File: src/rtl/avalon_st_xfade_mux_pkg.sv
// Shared constants and types for the Avalon-ST crossfading sample selector.
package avalon_st_pkg;

   localparam int AST_ERR_W = 2;

   typedef enum logic [0:0] {
      PASS = 1'b0,
      FADE = 1'b1
   } xfade_state_e;

   function automatic int clog2(input int value);
      int r;
      int v;
      r = 0;
      v = value - 1;
      while (v > 0) begin
         r = r + 1;
         v = v >> 1;
      end
      return r;
   endfunction

endpackage

File: src/rtl/avalon_st_xfade_mux_if.sv
// Sink/source bundle of the crossfading selector; master drives the sinks, slave is the mux.
interface avalon_st_xfade_mux_if
   import avalon_st_pkg::*;
#(
   parameter int DATA_W = 12,
   parameter int N_CH   = 4,
   parameter int SEL_W  = 2
);
   logic [SEL_W-1:0]          select;
   logic [N_CH*DATA_W-1:0]    sink_data;
   logic [N_CH-1:0]           sink_valid;
   logic [N_CH*AST_ERR_W-1:0] sink_error;
   logic [DATA_W-1:0]         source_data;
   logic                      source_valid;
   logic [AST_ERR_W-1:0]      source_error;
   logic [SEL_W-1:0]          active_ch;
   logic                      fading;

   modport master (
      output select, sink_data, sink_valid, sink_error,
      input  source_data, source_valid, source_error, active_ch, fading
   );

   modport slave (
      input  select, sink_data, sink_valid, sink_error,
      output source_data, source_valid, source_error, active_ch, fading
   );
endinterface

File: src/rtl/avalon_st_xfade_mux_select_debounce.sv
// Two-flop synchroniser for the asynchronous select plus a stability counter.
module select_debounce
   import avalon_st_pkg::*;
#(
   parameter int SEL_W        = 2,
   parameter int DEBOUNCE_CYC = 1024
) (
   input  logic             clk,
   input  logic             reset_n,
   input  logic [SEL_W-1:0] select,
   output logic [SEL_W-1:0] req_ch,
   output logic             req_stable
);

   localparam int               CNT_W   = clog2(DEBOUNCE_CYC + 1);
   localparam logic [CNT_W-1:0] CNT_MAX = CNT_W'(DEBOUNCE_CYC);

   logic [SEL_W-1:0] r_sync1;
   logic [SEL_W-1:0] r_sync2;
   logic [CNT_W-1:0] r_cnt;

   // Counter restarts on the edge where the synchronised value is about to change.
   always_ff @(posedge clk) begin
      if (!reset_n) begin
         r_sync1 <= '0;
         r_sync2 <= '0;
         r_cnt   <= '0;
      end else begin
         r_sync1 <= select;
         r_sync2 <= r_sync1;
         if (r_sync1 != r_sync2) begin
            r_cnt <= '0;
         end else if (r_cnt != CNT_MAX) begin
            r_cnt <= r_cnt + CNT_W'(1);
         end
      end
   end

   assign req_ch     = r_sync2;
   assign req_stable = (r_cnt == CNT_MAX);

endmodule

File: src/rtl/avalon_st_xfade_mux.sv
// N-channel Avalon-ST selector that switches on sample boundaries and crossfades
// linearly from the previous channel's held sample over 2^FADE_LOG2 samples.
module avalon_st_xfade_mux
   import avalon_st_pkg::*;
#(
   parameter int DATA_W       = 12,
   parameter int N_CH         = 4,
   parameter int SEL_W        = 2,
   parameter int FADE_LOG2    = 3,
   parameter int DEBOUNCE_CYC = 1024
) (
   input  logic                 clk,
   input  logic                 reset_n,
   avalon_st_xfade_mux_if.slave bus
);

   localparam int                K_W    = FADE_LOG2 + 1;
   localparam int                BW     = DATA_W + FADE_LOG2 + 1;
   localparam logic [K_W-1:0]    K_LAST = K_W'((1 << FADE_LOG2) - 1);
   localparam logic [BW-1:0]     S_BW   = BW'(1) << FADE_LOG2;

   logic [SEL_W-1:0]     w_req_ch;
   logic                 w_req_stable;
   logic                 w_req_in_range;
   logic                 w_commit;
   logic                 w_act_valid;
   logic [DATA_W-1:0]    w_act_data;
   logic [AST_ERR_W-1:0] w_act_err;
   logic [DATA_W-1:0]    w_out_data;
   logic [AST_ERR_W-1:0] w_out_err;
   logic [BW-1:0]        w_prod_old;
   logic [BW-1:0]        w_prod_new;
   xfade_state_e         w_state_nxt;

   logic [DATA_W-1:0]    w_sink_data [N_CH];
   logic [AST_ERR_W-1:0] w_sink_err  [N_CH];

   xfade_state_e         r_state;
   logic [SEL_W-1:0]     r_active_ch;
   logic [SEL_W-1:0]     r_prev_ch;
   logic [K_W-1:0]       r_k;
   logic                 r_fading;
   logic [DATA_W-1:0]    r_hold_data [N_CH];
   logic [AST_ERR_W-1:0] r_hold_err  [N_CH];
   logic [DATA_W-1:0]    r_src_data;
   logic                 r_src_valid;
   logic [AST_ERR_W-1:0] r_src_err;

   select_debounce #(
      .SEL_W        (SEL_W),
      .DEBOUNCE_CYC (DEBOUNCE_CYC)
   ) u_select_debounce (
      .clk        (clk),
      .reset_n    (reset_n),
      .select     (bus.select),
      .req_ch     (w_req_ch),
      .req_stable (w_req_stable)
   );

   for (genvar c = 0; c < N_CH; c++) begin : g_unpack
      assign w_sink_data[c] = bus.sink_data[c*DATA_W +: DATA_W];
      assign w_sink_err[c]  = bus.sink_error[c*AST_ERR_W +: AST_ERR_W];
   end

   assign w_req_in_range = ({1'b0, w_req_ch} < (SEL_W+1)'(N_CH));
   assign w_act_valid    = bus.sink_valid[r_active_ch];
   assign w_act_data     = w_sink_data[r_active_ch];
   assign w_act_err      = w_sink_err[r_active_ch];

   // State register.
   always_ff @(posedge clk) begin
      if (!reset_n) begin
         r_state <= PASS;
      end else begin
         r_state <= w_state_nxt;
      end
   end

   // Next state: commits only from PASS; FADE ends after the output with k = S-1.
   always_comb begin
      w_state_nxt = r_state;
      w_commit    = 1'b0;
      case (r_state)
         PASS: begin
            if (w_req_stable && w_req_in_range && (w_req_ch != r_active_ch)) begin
               w_commit = 1'b1;
               if (FADE_LOG2 > 0) begin
                  w_state_nxt = FADE;
               end else begin
                  w_state_nxt = PASS;
               end
            end else begin
               w_state_nxt = PASS;
            end
         end
         FADE: begin
            if (w_act_valid && (r_k == K_LAST)) begin
               w_state_nxt = PASS;
            end else begin
               w_state_nxt = FADE;
            end
         end
         default: w_state_nxt = PASS;
      endcase
   end

   // Output sample: straight pass-through, or old hold weighted (S-k) against new sample weighted k.
   always_comb begin
      w_prod_old = BW'(r_hold_data[r_prev_ch]) * (S_BW - BW'(r_k));
      w_prod_new = BW'(w_act_data) * BW'(r_k);
      w_out_data = w_act_data;
      w_out_err  = w_act_err;
      case (r_state)
         PASS: begin
            w_out_data = w_act_data;
            w_out_err  = w_act_err;
         end
         FADE: begin
            w_out_data = DATA_W'((w_prod_old + w_prod_new) >> FADE_LOG2);
            w_out_err  = r_hold_err[r_prev_ch] | w_act_err;
         end
         default: begin
            w_out_data = w_act_data;
            w_out_err  = w_act_err;
         end
      endcase
   end

   // Hold registers, channel bookkeeping, fade counter and registered source outputs.
   always_ff @(posedge clk) begin
      if (!reset_n) begin
         for (int c = 0; c < N_CH; c++) begin
            r_hold_data[c] <= '0;
            r_hold_err[c]  <= '0;
         end
         r_active_ch <= '0;
         r_prev_ch   <= '0;
         r_k         <= '0;
         r_fading    <= 1'b0;
         r_src_data  <= '0;
         r_src_valid <= 1'b0;
         r_src_err   <= '0;
      end else begin
         for (int c = 0; c < N_CH; c++) begin
            if (bus.sink_valid[c]) begin
               r_hold_data[c] <= w_sink_data[c];
               r_hold_err[c]  <= w_sink_err[c];
            end
         end
         r_src_valid <= w_act_valid;
         if (w_act_valid) begin
            r_src_data <= w_out_data;
            r_src_err  <= w_out_err;
         end
         if (w_commit) begin
            r_prev_ch   <= r_active_ch;
            r_active_ch <= w_req_ch;
            r_k         <= K_W'(1);
            r_fading    <= (FADE_LOG2 > 0);
         end else if ((r_state == FADE) && w_act_valid) begin
            r_k <= r_k + K_W'(1);
            if (r_k == K_LAST) begin
               r_fading <= 1'b0;
            end
         end
      end
   end

   assign bus.source_data  = r_src_data;
   assign bus.source_valid = r_src_valid;
   assign bus.source_error = r_src_err;
   assign bus.active_ch    = r_active_ch;
   assign bus.fading       = r_fading;

endmodule

File: src/flat_wrapper.sv
// flat-port wrapper written by rule: the top's interface ports become plain ports
module avalon_st_xfade_mux_flat import avalon_st_pkg::*;
#(
   parameter int DATA_W       = 12,
   parameter int N_CH         = 4,
   parameter int SEL_W        = 2,
   parameter int FADE_LOG2    = 3,
   parameter int DEBOUNCE_CYC = 1024
)
  (clk, reset_n, bus_select, bus_sink_data, bus_sink_valid, bus_sink_error, bus_source_data, bus_source_valid, bus_source_error, bus_active_ch, bus_fading);
  avalon_st_xfade_mux_if #(.DATA_W(DATA_W), .N_CH(N_CH), .SEL_W(SEL_W)) bus_i ();
  input  logic clk;
  input  logic reset_n;
  input wire logic [$bits(bus_i.select)-1:0] bus_select;
  input wire logic [$bits(bus_i.sink_data)-1:0] bus_sink_data;
  input wire logic [$bits(bus_i.sink_valid)-1:0] bus_sink_valid;
  input wire logic [$bits(bus_i.sink_error)-1:0] bus_sink_error;
  output wire logic [$bits(bus_i.source_data)-1:0] bus_source_data;
  output wire logic [$bits(bus_i.source_valid)-1:0] bus_source_valid;
  output wire logic [$bits(bus_i.source_error)-1:0] bus_source_error;
  output wire logic [$bits(bus_i.active_ch)-1:0] bus_active_ch;
  output wire logic [$bits(bus_i.fading)-1:0] bus_fading;
  assign bus_i.select = bus_select;
  assign bus_i.sink_data = bus_sink_data;
  assign bus_i.sink_valid = bus_sink_valid;
  assign bus_i.sink_error = bus_sink_error;
  assign bus_source_data = bus_i.source_data;
  assign bus_source_valid = bus_i.source_valid;
  assign bus_source_error = bus_i.source_error;
  assign bus_active_ch = bus_i.active_ch;
  assign bus_fading = bus_i.fading;
  avalon_st_xfade_mux #(.DATA_W(DATA_W), .N_CH(N_CH), .SEL_W(SEL_W), .FADE_LOG2(FADE_LOG2), .DEBOUNCE_CYC(DEBOUNCE_CYC)) u_core (.clk(clk), .reset_n(reset_n), .bus(bus_i));
endmodule
File: config.mk
export PLATFORM = sky130hd
export DESIGN_NAME = avalon_st_xfade_mux_flat
export DESIGN_NICKNAME = d
export VERILOG_FILES = /design/src/rtl/avalon_st_xfade_mux_pkg.sv /design/src/rtl/avalon_st_xfade_mux_if.sv /design/src/rtl/avalon_st_xfade_mux_select_debounce.sv /design/src/rtl/avalon_st_xfade_mux.sv /design/src/flat_wrapper.sv
export SDC_FILE = /design/constraint.sdc
export NUM_CORES = 1
export LEC_CHECK = 0
export CORE_AREA = 2 2 136 138
export CTS_CLUSTER_SIZE = 30
export DETAILED_ROUTE_END_ITERATION = 10
export DIE_AREA = 0 0 138 140
export HOLD_SLACK_MARGIN = 0.03
export PLACE_DENSITY = 0.74
export SKIP_LAST_GASP = 1
export SYNTH_ARGS = -nofsm -noshare
export SYNTH_HDL_FRONTEND = slang
export SYNTH_SLANG_ARGS = --single-unit
File: constraint.sdc
create_clock -name clk -period 6.85 [get_ports clk]
set_input_delay 1.37 -clock clk [delete_from_list [all_inputs] [get_ports clk]]
set_output_delay 1.37 -clock clk [all_outputs]
set_load 0.01 [all_outputs]
==> impl_metrics.ini <==
[critical_path]
cp.arrival_ps = 6940
crit_chain = clkdlybuf4s50_1 -> mux4_2 -> and2_4 -> fa_2 -> fa_1 -> inv_1 -> fa_1 -> inv_1 -> fa_1 -> inv_1 -> fa_2 -> fa_1 -> inv_1 -> ha_1 -> a21o_1 -> a21o_1 -> a21oi_2 -> nor2_1 -> a2111oi_2 -> xnor2_1 -> a22o_1
required_ps = 7100
cp-startpoint = bus_sink_data[4]
worstPathBufferInverterCount = 5
worstSetupPathType = in -> reg
rr_worst_depth = 20
cp_slowest_stage_delay_ps = 540
slowest_stage = fa_1
reg2reg_to = u_core.bus.source_data[11]$_SDFFE_PN0P_
critPathTopFamily = adder cells
r2r-start = u_core.r_k[0]$_SDFFE_PN0P_
crit_fanout = 5
timing.reg2reg.setup_slack_ps = 510
worstSetupStartpointType = input pin
end_kind = flip-flop
crit_end = u_core.bus.source_data[10]$_SDFFE_PN0P_
crit_cells = 21

[floorplan]
die_w_um = 138
initial_core_util_pct = 49.2
num_rows = 49
num_io_pins = 82
dieArea_sq_um = 19300
core_area_sq_um = 17800
dieHeight_um = 140

[power_and_ir_drop]
combPwrFrac_pct = 15.7
power.switching_mw = 0.370
p_leak_nw = 4.94
seqPwrFrac_pct = 47.6
pwr-share-clk_pct = 36.7
total_power_mw = 1.41
vdd_drop_max_uv = 147
internal_power_mw = 1.04
p_per_area_nw_per_um2 = 133
switching_share_pct = 26.2

[placement]
placed_cells = 1133
pre_cts_slack_ps = -698
hpwl_um = 16100
globalplace.congestion = 0.835
io_buffers = 81

[clock_network]
clk_path_buf_depth = 2
cts_inserted_buffers = 9
cts.sinks = 98
cts-root-buf = clkbuf_16
cts_max_level = 3
holdBufCountCts = 0
clk_latency_ps = 360
clk_pin_slew_worst_paths_ps = 80
cts_tree = yes

[route]
routed_via_density = 5.33
ant_nets = 0
num_vias = 6153
postRouteWirelength_um = 20800
drt-initial-drc-count = 281
wl_per_cell_um = 18.0
drcViolationCount = 0
drtPass1Iterations = 5

[sta]
setup_viol = 0
slew_headroom_pct = 28.0
final_hold_viol_count = 0
tns_ps = 0
fin_crit_ps = 6690
layout_setup_ws_ps = 162
period_share_pct = 97.6
finClkSkew_ps = 9.27
max_freq_mhz = 150
worstMarginPinSlew_ps = 1080
rsz0062_at_grt = true
drv_slew = 0

[synthesis]
synth_ff_type = edfxtp_1
syn_area_sq_um = 8750
synth_commonest_cells = inv_1, fa_1, and2_1, and3_1
yosys.area.top_type = fa_1
seq_area_frac_synth_pct = 28.8
postSynthCellCount = 814
synth_top_area_share_pct = 22.7
yosys-top-cells-area = fa_1, edfxtp_1, dfxtp_1, ha_1, mux4_2
synthArstFlopShare_pct = 0
ys_types = 44
postSynthAreaPerCell_sq_um = 10.7
synth_edf_count = 56
syn_nets = 1024
ys.warnings.count = 0
yosysMostFrequentCell = inv_1
ys_seq_elements = 98

[global_route]
gr-total-overflow = 0
antenna_found_initial = 0
grt_pass1_wl_um = 34100
grt_pass1_vias = 6669
grt_max_degree = 46
grt_usage_pct = 22.3

[cells_and_area]
drive_above_1_share_pct = 16.5
n_antenna_cell = 0
final_util_pct = 59.9
fin_nets = 1131
final_cells = 1155
syn_to_final_growth_pct = 21.7
nFillCells = 1424

[hold_path]
hold_path.class = reg -> reg

[status]
run_status = finished, final reports clean

[job]
drv_cap = 0
registers in the layout (all words and copies together) (netlist names), named ones only:
name and count:
u_core.u_select_debounce.r_sync1 2, u_core.r_state 1, u_core.bus.source_data 12, u_core.r_hold_data 48
u_core.r_hold_err 8, u_core.r_k 4, u_core.u_select_debounce.r_cnt 11, u_core.bus.source_valid 1
u_core.r_prev_ch 2, u_core.bus.source_error 2, u_core.u_select_debounce.req_ch 2, u_core.bus.fading 1
u_core.bus.active_ch 2
layout make-up:
cell class | count | area, sq um | share of cell area [%]
Clock buffer | 9 | 225 | 2.12
Clock inverter | 7 | 72.6 | 0.682
Inverter | 141 | 529 | 4.97
Multi-Input combinational cell | 535 | 5700 | 53.6
Sequential cell | 98 | 2520 | 23.7
Tap cell | 229 | 287 | 2.69
Timing Repair Buffer | 136 | 1310 | 12.3
routing by layer:
layer  wire (um)  part of all wire (%)  up-vias  GRT usage (%)
met4         301                   1.4        0           6.55
met3        1230                   5.9       24           3.62
met5           0                     0        -              0
met1        8800                    42     3051           28.8
li1            -                     -     2871              -
met2       10500                    50      207           38.9
cells in the final DEF (no fill, tap or decap), types with 4 or more instances in the layout:
master,n
ha_1,40
nor2b_1,7
nor2_1,22
o21ai_0,12
a21oi_1,16
dlymetal6s2s_1,29
and3_1,62
clkdlybuf4s50_1,46
dlygate4sd2_1,5
inv_1,132
and2_4,14
nand3_1,9
fa_1,93
nand2b_1,8
clkbuf_16,9
xnor3_1,4
nand2_1,55
edfxtp_1,56
fa_2,6
inv_2,9
mux2i_1,11
ha_4,6
o211a_1,4
xor2_1,13
xnor2_1,22
and2_1,54
mux4_2,27
dfxtp_1,42
buf_4,51
a21o_1,7
worst min-delay path by stage:
| stage | to | from | cells after the start |
|---|---|---|---|
| after floorplan | u_core.u_select_debounce.req_ch[0]$_SDFF_PN0_ | u_core.u_select_debounce.r_sync1[0]$_SDFF_PN0_ | 1 |
| after global placement | u_core.u_select_debounce.req_ch[1]$_SDFF_PN0_ | u_core.u_select_debounce.r_sync1[1]$_SDFF_PN0_ | 1 |
| after global routing | u_core.u_select_debounce.req_ch[1]$_SDFF_PN0_ | u_core.u_select_debounce.r_sync1[1]$_SDFF_PN0_ | 1 |
| after detailed placement | u_core.u_select_debounce.req_ch[0]$_SDFF_PN0_ | u_core.u_select_debounce.r_sync1[0]$_SDFF_PN0_ | 1 |
| final | u_core.u_select_debounce.req_ch[1]$_SDFF_PN0_ | u_core.u_select_debounce.r_sync1[1]$_SDFF_PN0_ | 1 |
| after CTS | u_core.u_select_debounce.req_ch[1]$_SDFF_PN0_ | u_core.u_select_debounce.r_sync1[1]$_SDFF_PN0_ | 1 |
power by group through the flow:
stage               registers [mW]  clock network (mW)  logic, mW
floorplan                    0.682                   0      0.109
global placement             0.683                   0      0.210
detailed placement           0.685                   0      0.213
CTS                          0.672               0.522      0.218
global route                 0.675               0.542      0.243
finish                       0.672               0.518      0.221
metrics by stage:
step	hold WS (ps)	instance area, sq um
2_1_floorplan	455	8750
3_3_place_gp	474	10100
3_5_place_dp	472	10100
4_1_cts	484	10500
5_1_grt	502	10600
6_report	483	10600
cells by family after synthesis:
group | synth area share (%)
compound gates | 4.59
xor+xnor | 4.73
fa+ha+maj | 29.4
buf+inv | 7.94
flops | 28.8
mux | 9.07
simple gates | 15.5
timing repair:
item                                    4_1_cts  5_1_grt
endpoints found under the setup margin        8        8
resized for setup                            31       60
pin swaps                                    19       54
setup buffers                                 4        3
(Power assumes the default switching activity.)
